## src/rtl/tuner_step_scheduler.sv

```systemverilog
// Tuner stepper step/dir sequencer. Arbitrates between the manual command
// path and the automatic tuning loops, and enforces pulse width, minimum
// period and direction-setup time on the driver pins.
module tuner_step_scheduler #(
    parameter int PULSE_WIDTH = 4,
    parameter int DIR_SETUP   = 8,
    parameter int MIN_PERIOD  = 10
) (
    input  logic        clk,
    input  logic        rst,
    input  logic        auto_i,
    input  logic        turn_on_rf_i,
    input  logic        start_i,
    input  logic        start_N_i,
    input  logic        stop_i,
    input  logic [31:0] period_manual_i,
    input  logic [31:0] pulse_number_i,
    input  logic        dir_manual_i,
    input  logic        count_en_i,
    input  logic        auto_step_req_i,
    input  logic        auto_dir_i,
    input  logic [31:0] auto_period_i,
    output logic        step_o,
    output logic        dir_o,
    output logic        busy_o,
    output logic        auto_step_ack_o,
    output logic        done_o,
    output logic [31:0] pulse_count_o
);

    localparam logic [31:0] PW   = 32'(PULSE_WIDTH);
    localparam logic [31:0] DS   = 32'(DIR_SETUP);
    localparam logic [31:0] MINP = 32'(MIN_PERIOD);

    typedef enum logic [1:0] {S_IDLE, S_SETUP, S_HIGH, S_LOW} state_t;
    typedef enum logic [1:0] {M_CONT, M_N, M_AUTO} mode_t;

    state_t      state_q;
    mode_t       mode_q;
    logic [31:0] cnt_q, period_q, rem_q, pc_q;
    logic        stop_seen_q, step_q, dir_q, busy_q, ack_q, done_q;

    logic [31:0] man_p, auto_p, hi_p, rem_base;
    logic        low_end, setup_end, stop_now, abort_setup;
    logic        launch, l_dir, clr_pc, zero_n, dir_chg, enter_high;
    mode_t       l_mode, hi_mode;

    assign man_p       = (period_manual_i < MINP) ? MINP : period_manual_i;
    assign auto_p      = (auto_period_i < MINP) ? MINP : auto_period_i;
    assign low_end     = (state_q == S_LOW) && (cnt_q == period_q - PW - 32'd1);
    assign setup_end   = (state_q == S_SETUP) && (cnt_q == DS - 32'd1);
    // Manual stop only counts while the manual requester owns the driver.
    assign stop_now    = stop_i && !auto_i;
    assign abort_setup = (state_q == S_SETUP) && (mode_q != M_AUTO) && (stop_seen_q || stop_now);

    // Launch decision: new run from IDLE, or follow-on step at the end of LOW.
    always_comb begin
        launch = 1'b0;
        l_mode = mode_q;
        l_dir  = dir_q;
        clr_pc = 1'b0;
        zero_n = 1'b0;
        if (state_q == S_IDLE) begin
            if (!auto_i) begin
                if (!stop_i && start_N_i) begin
                    clr_pc = 1'b1;
                    if (pulse_number_i == 32'd0) begin
                        zero_n = 1'b1;
                    end else begin
                        launch = 1'b1;
                        l_mode = M_N;
                        l_dir  = dir_manual_i;
                    end
                end else if (!stop_i && start_i) begin
                    clr_pc = 1'b1;
                    launch = 1'b1;
                    l_mode = M_CONT;
                    l_dir  = dir_manual_i;
                end
            end else if (turn_on_rf_i && auto_step_req_i) begin
                launch = 1'b1;
                l_mode = M_AUTO;
                l_dir  = auto_dir_i;
            end
        end else if (low_end) begin
            case (mode_q)
                M_CONT: begin
                    launch = !auto_i && !stop_seen_q && !stop_now;
                    l_dir  = dir_manual_i;
                end
                M_N: begin
                    launch = !auto_i && !stop_seen_q && !stop_now && (rem_q != 32'd0);
                    l_dir  = dir_manual_i;
                end
                default: begin
                    launch = auto_i && turn_on_rf_i && auto_step_req_i;
                    l_dir  = auto_dir_i;
                end
            endcase
        end
    end

    assign dir_chg    = launch && (l_dir != dir_q);
    assign enter_high = (launch && !dir_chg) || (setup_end && !abort_setup);
    assign hi_mode    = launch ? l_mode : mode_q;
    assign hi_p       = (hi_mode == M_AUTO) ? auto_p : man_p;
    assign rem_base   = (state_q == S_IDLE) ? pulse_number_i : rem_q;

    // Step FSM with all driver-facing outputs registered.
    always_ff @(posedge clk) begin
        if (rst) begin
            state_q     <= S_IDLE;
            mode_q      <= M_CONT;
            cnt_q       <= '0;
            period_q    <= '0;
            rem_q       <= '0;
            pc_q        <= '0;
            stop_seen_q <= 1'b0;
            step_q      <= 1'b0;
            dir_q       <= 1'b0;
            busy_q      <= 1'b0;
            ack_q       <= 1'b0;
            done_q      <= 1'b0;
        end else begin
            ack_q  <= 1'b0;
            done_q <= 1'b0;
            if (clr_pc)
                pc_q <= (enter_high && count_en_i) ? 32'd1 : 32'd0;
            else if (enter_high && count_en_i)
                pc_q <= pc_q + 32'd1;
            if (state_q != S_IDLE && stop_now)
                stop_seen_q <= 1'b1;
            if (launch) begin
                mode_q <= l_mode;
                dir_q  <= l_dir;
                busy_q <= 1'b1;
                if (state_q == S_IDLE) begin
                    stop_seen_q <= 1'b0;
                    rem_q       <= pulse_number_i;
                end
            end
            if (enter_high) begin
                state_q  <= S_HIGH;
                step_q   <= 1'b1;
                cnt_q    <= '0;
                period_q <= hi_p;
                ack_q    <= (hi_mode == M_AUTO);
                if (hi_mode == M_N)
                    rem_q <= rem_base - 32'd1;
            end else if (dir_chg) begin
                state_q <= S_SETUP;
                cnt_q   <= '0;
            end else begin
                case (state_q)
                    S_IDLE: if (zero_n) done_q <= 1'b1;
                    S_SETUP: begin
                        if (abort_setup) begin
                            state_q <= S_IDLE;
                            busy_q  <= 1'b0;
                            done_q  <= 1'b1;
                        end else begin
                            cnt_q <= cnt_q + 32'd1;
                        end
                    end
                    S_HIGH: begin
                        if (cnt_q == PW - 32'd1) begin
                            state_q <= S_LOW;
                            step_q  <= 1'b0;
                            cnt_q   <= '0;
                        end else begin
                            cnt_q <= cnt_q + 32'd1;
                        end
                    end
                    default: begin
                        if (low_end) begin
                            state_q <= S_IDLE;
                            busy_q  <= 1'b0;
                            done_q  <= 1'b1;
                        end else begin
                            cnt_q <= cnt_q + 32'd1;
                        end
                    end
                endcase
            end
        end
    end

    assign step_o          = step_q;
    assign dir_o           = dir_q;
    assign busy_o          = busy_q;
    assign auto_step_ack_o = ack_q;
    assign done_o          = done_q;
    assign pulse_count_o   = pc_q;

endmodule
```

## config.mk

```make
export PLATFORM = sky130hd
export DESIGN_NAME = tuner_step_scheduler
export DESIGN_NICKNAME = d
export VERILOG_FILES = /design/src/rtl/tuner_step_scheduler.sv
export SDC_FILE = /design/constraint.sdc
export NUM_CORES = 1
export LEC_CHECK = 0
export ABC_CLOCK_PERIOD_IN_PS = 7000
export BUFFER_PORTS_ARGS = -buffer_cell sky130_fd_sc_hd__buf_2
export CELL_PAD_IN_SITES_DETAIL_PLACEMENT = 2
export CELL_PAD_IN_SITES_GLOBAL_PLACEMENT = 2
export CORE_MARGIN = 2
export CORE_UTILIZATION = 34
export CTS_CLUSTER_DIAMETER = 50
export CTS_CLUSTER_SIZE = 16
export DETAILED_ROUTE_END_ITERATION = 8
export GPL_TIMING_DRIVEN = 0
export PLACE_DENSITY_LB_ADDON = 0.1
export RECOVER_POWER = 100
export SYNTH_ARGS = -nofsm -noshare
export SYNTH_HDL_FRONTEND = slang
export SYNTH_SLANG_ARGS = --single-unit
```

## constraint.sdc

```tcl
create_clock -name clk -period 7 [get_ports clk]
set_clock_uncertainty 0.2 [all_clocks]
set_input_delay 0 -clock clk [delete_from_list [all_inputs] [get_ports clk]]
set_output_delay 0 -clock clk [all_outputs]
set_load 0.02 [all_outputs]
```

==> results of run 1 <==
sequential cells by signal, indices dropped and copies added (netlist names):
register,cells
cnt_q,32
dir_o,1
auto_step_ack_o,1
stop_seen_q,1
step_o,1
busy_o,1
pulse_count_o,32
done_o,1
mode_q,2
state_q,2
period_q,32
rem_q,32
repair_timing:
item	CTS	global route
setup endpoints to repair	5	4
resized for setup	5	1
hold endpoints to repair	68	0
hold buffers	105	0
routing by layer:
layer | vias up | wire length [um] | track usage [%] | part of all wire, %
met5 | - | 0 | 0 | 0
met4 | 0 | 1530 | 12.9 | 3.3
met3 | 112 | 2840 | 5.77 | 6.1
met2 | 450 | 22500 | 55.6 | 48
met1 | 5720 | 20000 | 40.0 | 43
li1 | 5008 | - | - | -
layout make-up:
| cell class | instances | area, sq um | area share, % |
|---|---|---|---|
| Buffer | 67 | 269 | 2.22 |
| Clock inverter | 13 | 168 | 1.39 |
| Antenna cell | 1 | 2.50 | 0.0207 |
| Timing Repair Buffer | 247 | 1720 | 14.2 |
| Clock buffer | 19 | 433 | 3.58 |
| Inverter | 37 | 139 | 1.15 |
| Multi-Input combinational cell | 949 | 6140 | 50.8 |
| Tap cell | 372 | 465 | 3.85 |
| Sequential cell | 138 | 2760 | 22.8 |
logic make-up (layout without fill, tap and decap cells):
family                     count (synthesis)  in the layout  share of synthesized area [%]
muxes                                     45             45                           4.91
other                                      0              1                              0
DFF                                      138            138                           29.3
buffers and inverters                    105            383                           4.41
adders and majority gates                  8              8                           1.06
AOI/OAI and AO/OA                        293            293                           22.8
and+or+nand+nor                          495            495                           27.4
xor gates and xnor gates                 108            108                           10.0
critical path: cells and delay by family (launching register included):
family / cells / cell delay (ns)
fa+ha+maj: 2 / 0.94
buf+inv: 7 / 2.82
flops: 1 / 0.35
compound gates: 4 / 0.84
mux: 1 / 0.38
simple gates: 4 / 1.10
worst max-delay path by stage:
stage | to | from | slack [ns]
floorplan | rem_q[28]$_SDFF_PP0_ | state_q[0]$_SDFFE_PP0P_ | 1.85
global placement | rem_q[28]$_SDFF_PP0_ | state_q[1]$_SDFFE_PP0P_ | -0.56
detailed placement | rem_q[28]$_SDFF_PP0_ | state_q[0]$_SDFFE_PP0P_ | -0.73
CTS | rem_q[28]$_SDFF_PP0_ | state_q[0]$_SDFFE_PP0P_ | 0.12
global route | rem_q[28]$_SDFF_PP0_ | state_q[1]$_SDFFE_PP0P_ | 0.04
finish | rem_q[26]$_SDFF_PP0_ | state_q[1]$_SDFFE_PP0P_ | 0.22
cells in the final DEF, fill, tap and decap left out, types with 7 or more instances in the layout:
master         instances
nor4_1                49
and3_1                22
xor2_1                52
nand3_1               47
ha_1                   8
inv_1                 36
and4_1                 8
dfxtp_1              138
mux2i_1               35
or3_1                 14
o2bb2ai_1             29
o21ai_0               33
a31oi_1               10
a21oi_1               61
a211oi_1              15
nand2b_1               8
nor3b_1               15
nor3_1                39
a2111oi_0             12
o21a_1                 7
nor2_1               130
and2_1                10
mux2_2                10
or4_1                  7
a221o_1                9
dlygate4sd3_1        105
a311oi_1               8
clkbuf_16             17
clkbuf_1              97
nand4_1               38
a22oi_1               33
buf_2                110
xnor2_1               56
o31ai_1               11
nand2_1               79
synthesized netlist by cell type, drive strengths merged (7+ instances only):
master,instances,area (sq um)
xor2,52,455
o21a,7,52.6
xnor2,56,490
nor3b,15,113
nand3,47,235
and2,13,81.3
clkbuf,48,180
o2bb2ai,29,254
a21oi,61,305
and4,8,70.1
o31ai,11,82.6
nand2,79,297
a22oi,33,248
ha,8,100
or4,7,52.6
nor2,131,494
nor3,39,200
or3,14,87.6
buf,20,96.4
mux2,10,113
a211oi,15,118
inv,36,135
a2111oi,12,156
and3,22,138
a221o,9,90.1
nor4,50,343
dfxtp,138,2760
o21ai,37,185
a31oi,10,68.8
nand4,38,250
nand2b,8,50.1
mux2i,35,350
a311oi,8,70.1
report_power, final:
group | internal, mW | switching, mW
clock network | 0.565 | 0.422
registers | 0.845 | 0.0927
logic | 0.394 | 0.663
total | 1.80 | 1.18
metrics by stage:
| step | total power, mW | cell area (sq um) | setup WS, ns |
|---|---|---|---|
| global route | 3.11 | 12100 | 0.0372 |
| detailed placement | 1.89 | 10600 | -0.727 |
| floorplan | 1.56 | 9420 | 1.85 |
| finish | 2.98 | 12100 | 0.218 |
| CTS | 2.93 | 12300 | 0.121 |
| global placement | 1.86 | 10600 | -0.560 |
==> flow_summary.json, run 1 <==
{
  "routed_via_density": 6.13,
  "setup-violations-final": 0,
  "remaining_drc_errors": 0,
  "cts_max_level": 4,
  "fillers": 3094,
  "holdPathStages": 6,
  "cts_tree": "built",
  "path_clk_slew_ns": 0.07,
  "critPathArrivalTime_ns": 6.90,
  "instances_no_fill": 1843,
  "cts_setup_buffers": 0,
  "place_congestion": 0.824,
  "vias": 11300,
  "timing.final.crit_share_pct": 96.9,
  "wl_um": 46900,
  "die_area_sq_um": 29100,
  "dp_cells": 1706,
  "synth_cells": 1192,
  "slowest_delay_ns": 0.60,
  "drtIter0Drc": 817,
  "cts_sinks": 138,
  "cp_slowest_cell": "ha_1",
  "clk_path_buf_depth": 2,
  "maxCapViolCount": 0,
  "grt_pass1_vias": 12200,
  "synth-seq-cells": 138,
  "antenna_found_initial": 1,
  "finalMaxSlewViolations": 0,
  "setup.worst_path.end_class": "flop",
  "synth_edf_count": 0,
  "row_count": 60,
  "status": "finished clean",
  "io_pins": 144,
  "area_growth_pct": 28.4,
  "ys_warn_count": 0,
  "clock_latency_ns": 0.45,
  "die_x_um": 170,
  "utilization_pct": 44.6,
  "cp_max_fo": 10,
  "power.density_nw_per_um2": 247,
  "leakagePower_nw": 4.51,
  "core-area_sq_um": 27100,
  "r2r_start": "state_q[1]$_SDFFE_PP0P_",
  "syn_nets": 1307,
  "worstReg2RegEnd": "rem_q[26]$_SDFF_PP0_",
  "async_reset_ff_share_pct": 0,
  "fin_nets": 1572,
  "drt_pass1_iterations": 7,
  "grt.total_usage_pct": 32.4,
  "cp_cell_sequence": "inv_1 > ha_1 > clkbuf_2 > clkbuf_2 > buf_2 > clkbuf_2 > clkdlybuf4s15_2 > mux2i_1 > ha_1 > o21ai_0 > nor2_1 > and4_1 > nand3_1 > o21ai_0 > o21ai_0 > a22oi_1 > dlygate4sd3_1 > nand2_1",
  "hold_path.class": "input pin to flop",
  "maxSlewHeadroom_pct": 3.11,
  "hp-start": "start_i",
  "grt_pass1_wl_um": 72200,
  "synth-main-ff-cell": "dfxtp_1",
  "ys_seq_area_share_pct": 29.3,
  "r2r_slack_ns": 0.22,
  "critPathLaunchType": "flop",
  "ctsRootBufferMaster": "clkbuf_16",
  "ys_types": 76,
  "start_util_pct": 34.8,
  "clock.fmax_mhz": 147,
  "drive_above_1_share_pct": 11.5,
  "dpl.hpwl_um": 30300,
  "hold_violations": 0,
  "cts_buffers": 17,
  "worst_pin_slew_ns": 1.44,
  "wire_per_inst_um": 25.4,
  "port_buffers": 142,
  "whs_endpoint": "pulse_count_o[0]$_SDFFE_PP0P_",
  "path_class": "flop to flop",
  "syn_avg_cell_area_sq_um": 7.91,
  "required_ns": 7.12,
  "rsz0062_at_grt": "no",
  "fp.dieH_um": 170,
  "rr_worst_depth": 18,
  "max-vdd-ir-drop_mv": 0.135,
  "overflow": 0,
  "ant_nets": 0,
  "synth_area_sq_um": 9420,
  "finalSetupTns_ns": 0,
  "worst_hold_slack_ns": 0.0419,
  "grt_max_degree": 17,
  "period_minus_slack_ns": 6.78
}
Note: power is estimated with default switching activity, not from simulation.
==> run 2: changes to the inputs <==
- ABC_CLOCK_PERIOD_IN_PS: 7000 -> unset
- CORE_UTILIZATION: 34 -> 37
- clock period: 7 -> 8.3 ns (I/O delays scaled with it)
==> run 2 against run 1 <==
Compared with the run above: critical path depth fell by 2; die area fell by 7.9%; largest power group unchanged; clock-buffer cell count fell by 1; the run now ends with capacitance limit, slew limit left; flip-flop and latch count did not move; non-clock buffer count rose by 1; largest cell class unchanged; cell count fell by 2.0%.
==> flow_summary.json, run 2 (synthesized netlist as in run 1, its figures left out) <==
{
  "grt.total_usage_pct": 40.1,
  "r2r_start": "state_q[1]$_SDFFE_PP0P_",
  "whs_endpoint": "pulse_count_o[0]$_SDFFE_PP0P_",
  "clk_path_buf_depth": 2,
  "remaining_drc_errors": 0,
  "hold_path.class": "input pin to flop",
  "die_area_sq_um": 26800,
  "combPwrFrac_pct": 38.6,
  "cts_buffers": 17,
  "holdPathStages": 6,
  "switching_share_pct": 43.2,
  "finalSetupTns_ns": 0,
  "rsz0062_at_grt": "no",
  "routed_via_density": 6.99,
  "io_pins": 144,
  "cts_setup_buffers": 0,
  "utilization_pct": 48.0,
  "maxSlewHeadroom_pct": -8.28,
  "overflow": 0,
  "mostFrequentLayoutCells": "138 x dfxtp_1, 130 x nor2_1, 108 x buf_2",
  "seq_power_share_pct": 30.6,
  "wire_per_inst_um": 32.7,
  "status": "complete, but fails checks",
  "hold_violations": 0,
  "vias": 12600,
  "grt_max_degree": 17,
  "violations": "capacitance limit, slew limit",
  "ant_nets": 0,
  "required_ns": 8.47,
  "rr_worst_depth": 16,
  "grt_pass1_vias": 13200,
  "start_util_pct": 37.5,
  "clock.fmax_mhz": 121,
  "port_buffers": 142,
  "maxCapViolCount": 2,
  "cts_tree": "built",
  "placed_area_sq_um": 10500,
  "final_area_sq_um": 12100,
  "path_class": "flop to flop",
  "layout_commonest_cell": "dfxtp_1",
  "worst_pin_slew_ns": 1.61,
  "fin_ws_ns": 0.0356,
  "area_growth_pct": 27.9,
  "dpl.hpwl_um": 30600,
  "fillers": 2814,
  "intPower_mw": 1.50,
  "cts_sinks": 138,
  "power.density_nw_per_um2": 219,
  "clockPowerShare_pct": 30.8,
  "clock_latency_ns": 0.46,
  "p_sw_mw": 1.14,
  "pre_cts_ws_ns": 0.870,
  "leakagePower_nw": 4.50,
  "row_count": 58,
  "setup-violations-final": 0,
  "wl_um": 59100,
  "drt_pass1_iterations": 7,
  "finalMaxSlewViolations": 2,
  "ctsRootBufferMaster": "clkbuf_16",
  "critPathArrivalTime_ns": 8.43,
  "grt_pass1_wl_um": 81600,
  "setup.worst_path.end_class": "flop",
  "cp_max_fo": 10,
  "fp.dieH_um": 164,
  "r2r_slack_ns": 0.04,
  "critPathLaunchType": "flop",
  "core-area_sq_um": 25100,
  "period_minus_slack_ns": 8.26,
  "cts_max_level": 4,
  "drtIter0Drc": 1661,
  "worst_hold_slack_ns": 0.0839,
  "max-vdd-ir-drop_mv": 0.162,
  "drive_above_1_share_pct": 11.6,
  "antenna_found_initial": 14,
  "fin_nets": 1573,
  "worstReg2RegEnd": "rem_q[16]$_SDFF_PP0_",
  "path_clk_slew_ns": 0.07,
  "hp-start": "start_i",
  "timing.final.crit_share_pct": 99.6,
  "place_congestion": 0.876,
  "die_x_um": 164
}
-- run 2: cell count changes in the layout (fill, tap and decap cells not counted), moves of 2 or more --
| cell | before | now |
|---|---|---|
| buf_2 | 110 | 108 |
| clkbuf_1 | 97 | 99 |
| diode_2 | 1 | 6 |
| clkinv_2 | 2 | 4 |
-- run 2: power by group through the flow --
stage          clock network, mW  registers (mW)  logic (mW)
6_report                   0.813           0.809        1.02
5_1_grt                    0.834           0.805        1.04
4_1_cts                    0.790           0.783       0.868
3_5_place_dp                   0           0.795       0.798
3_3_place_gp                   0           0.791       0.774
2_1_floorplan                  0           0.772       0.541
-- run 2: final cells by class --
cell class              count  area [sq um]  area share (%)
diodes                      6          15.0           0.125
well taps                 330           413            3.43
multi-input cells         949          6160            51.1
flip-flops and latches    138          2760            22.9
clock buffers              18           439            3.64
repair buffers            247          1710            14.2
clock inverters            14           146            1.21
plain buffers              68           265            2.20
inverters                  37           139            1.15
-- run 2: metal layers --
metal / GRT usage (%) / wire, um / vias to the layer above
met2: 66.5 / 26900 / 1003
met3: 12.2 / 5750 / 412
met5: 0 / 129 / -
met1: 46.1 / 22000 / 6197
li1: - / - / 5015
met4: 21.7 / 4380 / 10
-- run 2: how the worst max path moves through the flow --
stage | start | to | slack (ns) | cells past startpoint
floorplan | state_q[0]$_SDFFE_PP0P_ | rem_q[28]$_SDFF_PP0_ | 3.15 | 19
global placement | state_q[1]$_SDFFE_PP0P_ | rem_q[28]$_SDFF_PP0_ | 0.84 | 19
detailed placement | state_q[0]$_SDFFE_PP0P_ | rem_q[28]$_SDFF_PP0_ | 0.87 | 19
CTS | state_q[1]$_SDFFE_PP0P_ | rem_q[28]$_SDFF_PP0_ | 0.79 | 19
global route | state_q[1]$_SDFFE_PP0P_ | rem_q[20]$_SDFF_PP0_ | 0.17 | 19
finish | state_q[1]$_SDFFE_PP0P_ | rem_q[16]$_SDFF_PP0_ | 0.04 | 16
-- run 2: worst max-delay path: stages, from the launching register on --
cell,delay [ns]
dfxtp_1,0.38
inv_1,0.11
ha_1,0.16
clkbuf_1,0.63
clkbuf_1,0.63
clkbuf_1,0.71
o21a_1,0.25
clkbuf_1,0.61
a21oi_1,0.46
nor2_1,0.87
nand2_1,0.52
nand2_1,0.26
clkbuf_1,0.63
clkbuf_1,0.65
a21oi_1,0.24
o21ai_0,0.22
dlygate4sd3_1,0.63
-- run 2: repair_timing --
item                                   in CTS  in global routing
endpoints found under the hold margin      68                  0
hold buffers                              104                  0
setup endpoints to repair                   0                  2
resized for setup                           0                  3
-- run 2: stage by stage --
stage / power [mW] / instances
finish: 2.64 / 1807
global route: 2.68 / 1805
CTS: 2.44 / 1800
detailed placement: 1.59 / 1664
global placement: 1.57 / 1664
floorplan: 1.31 / 1192
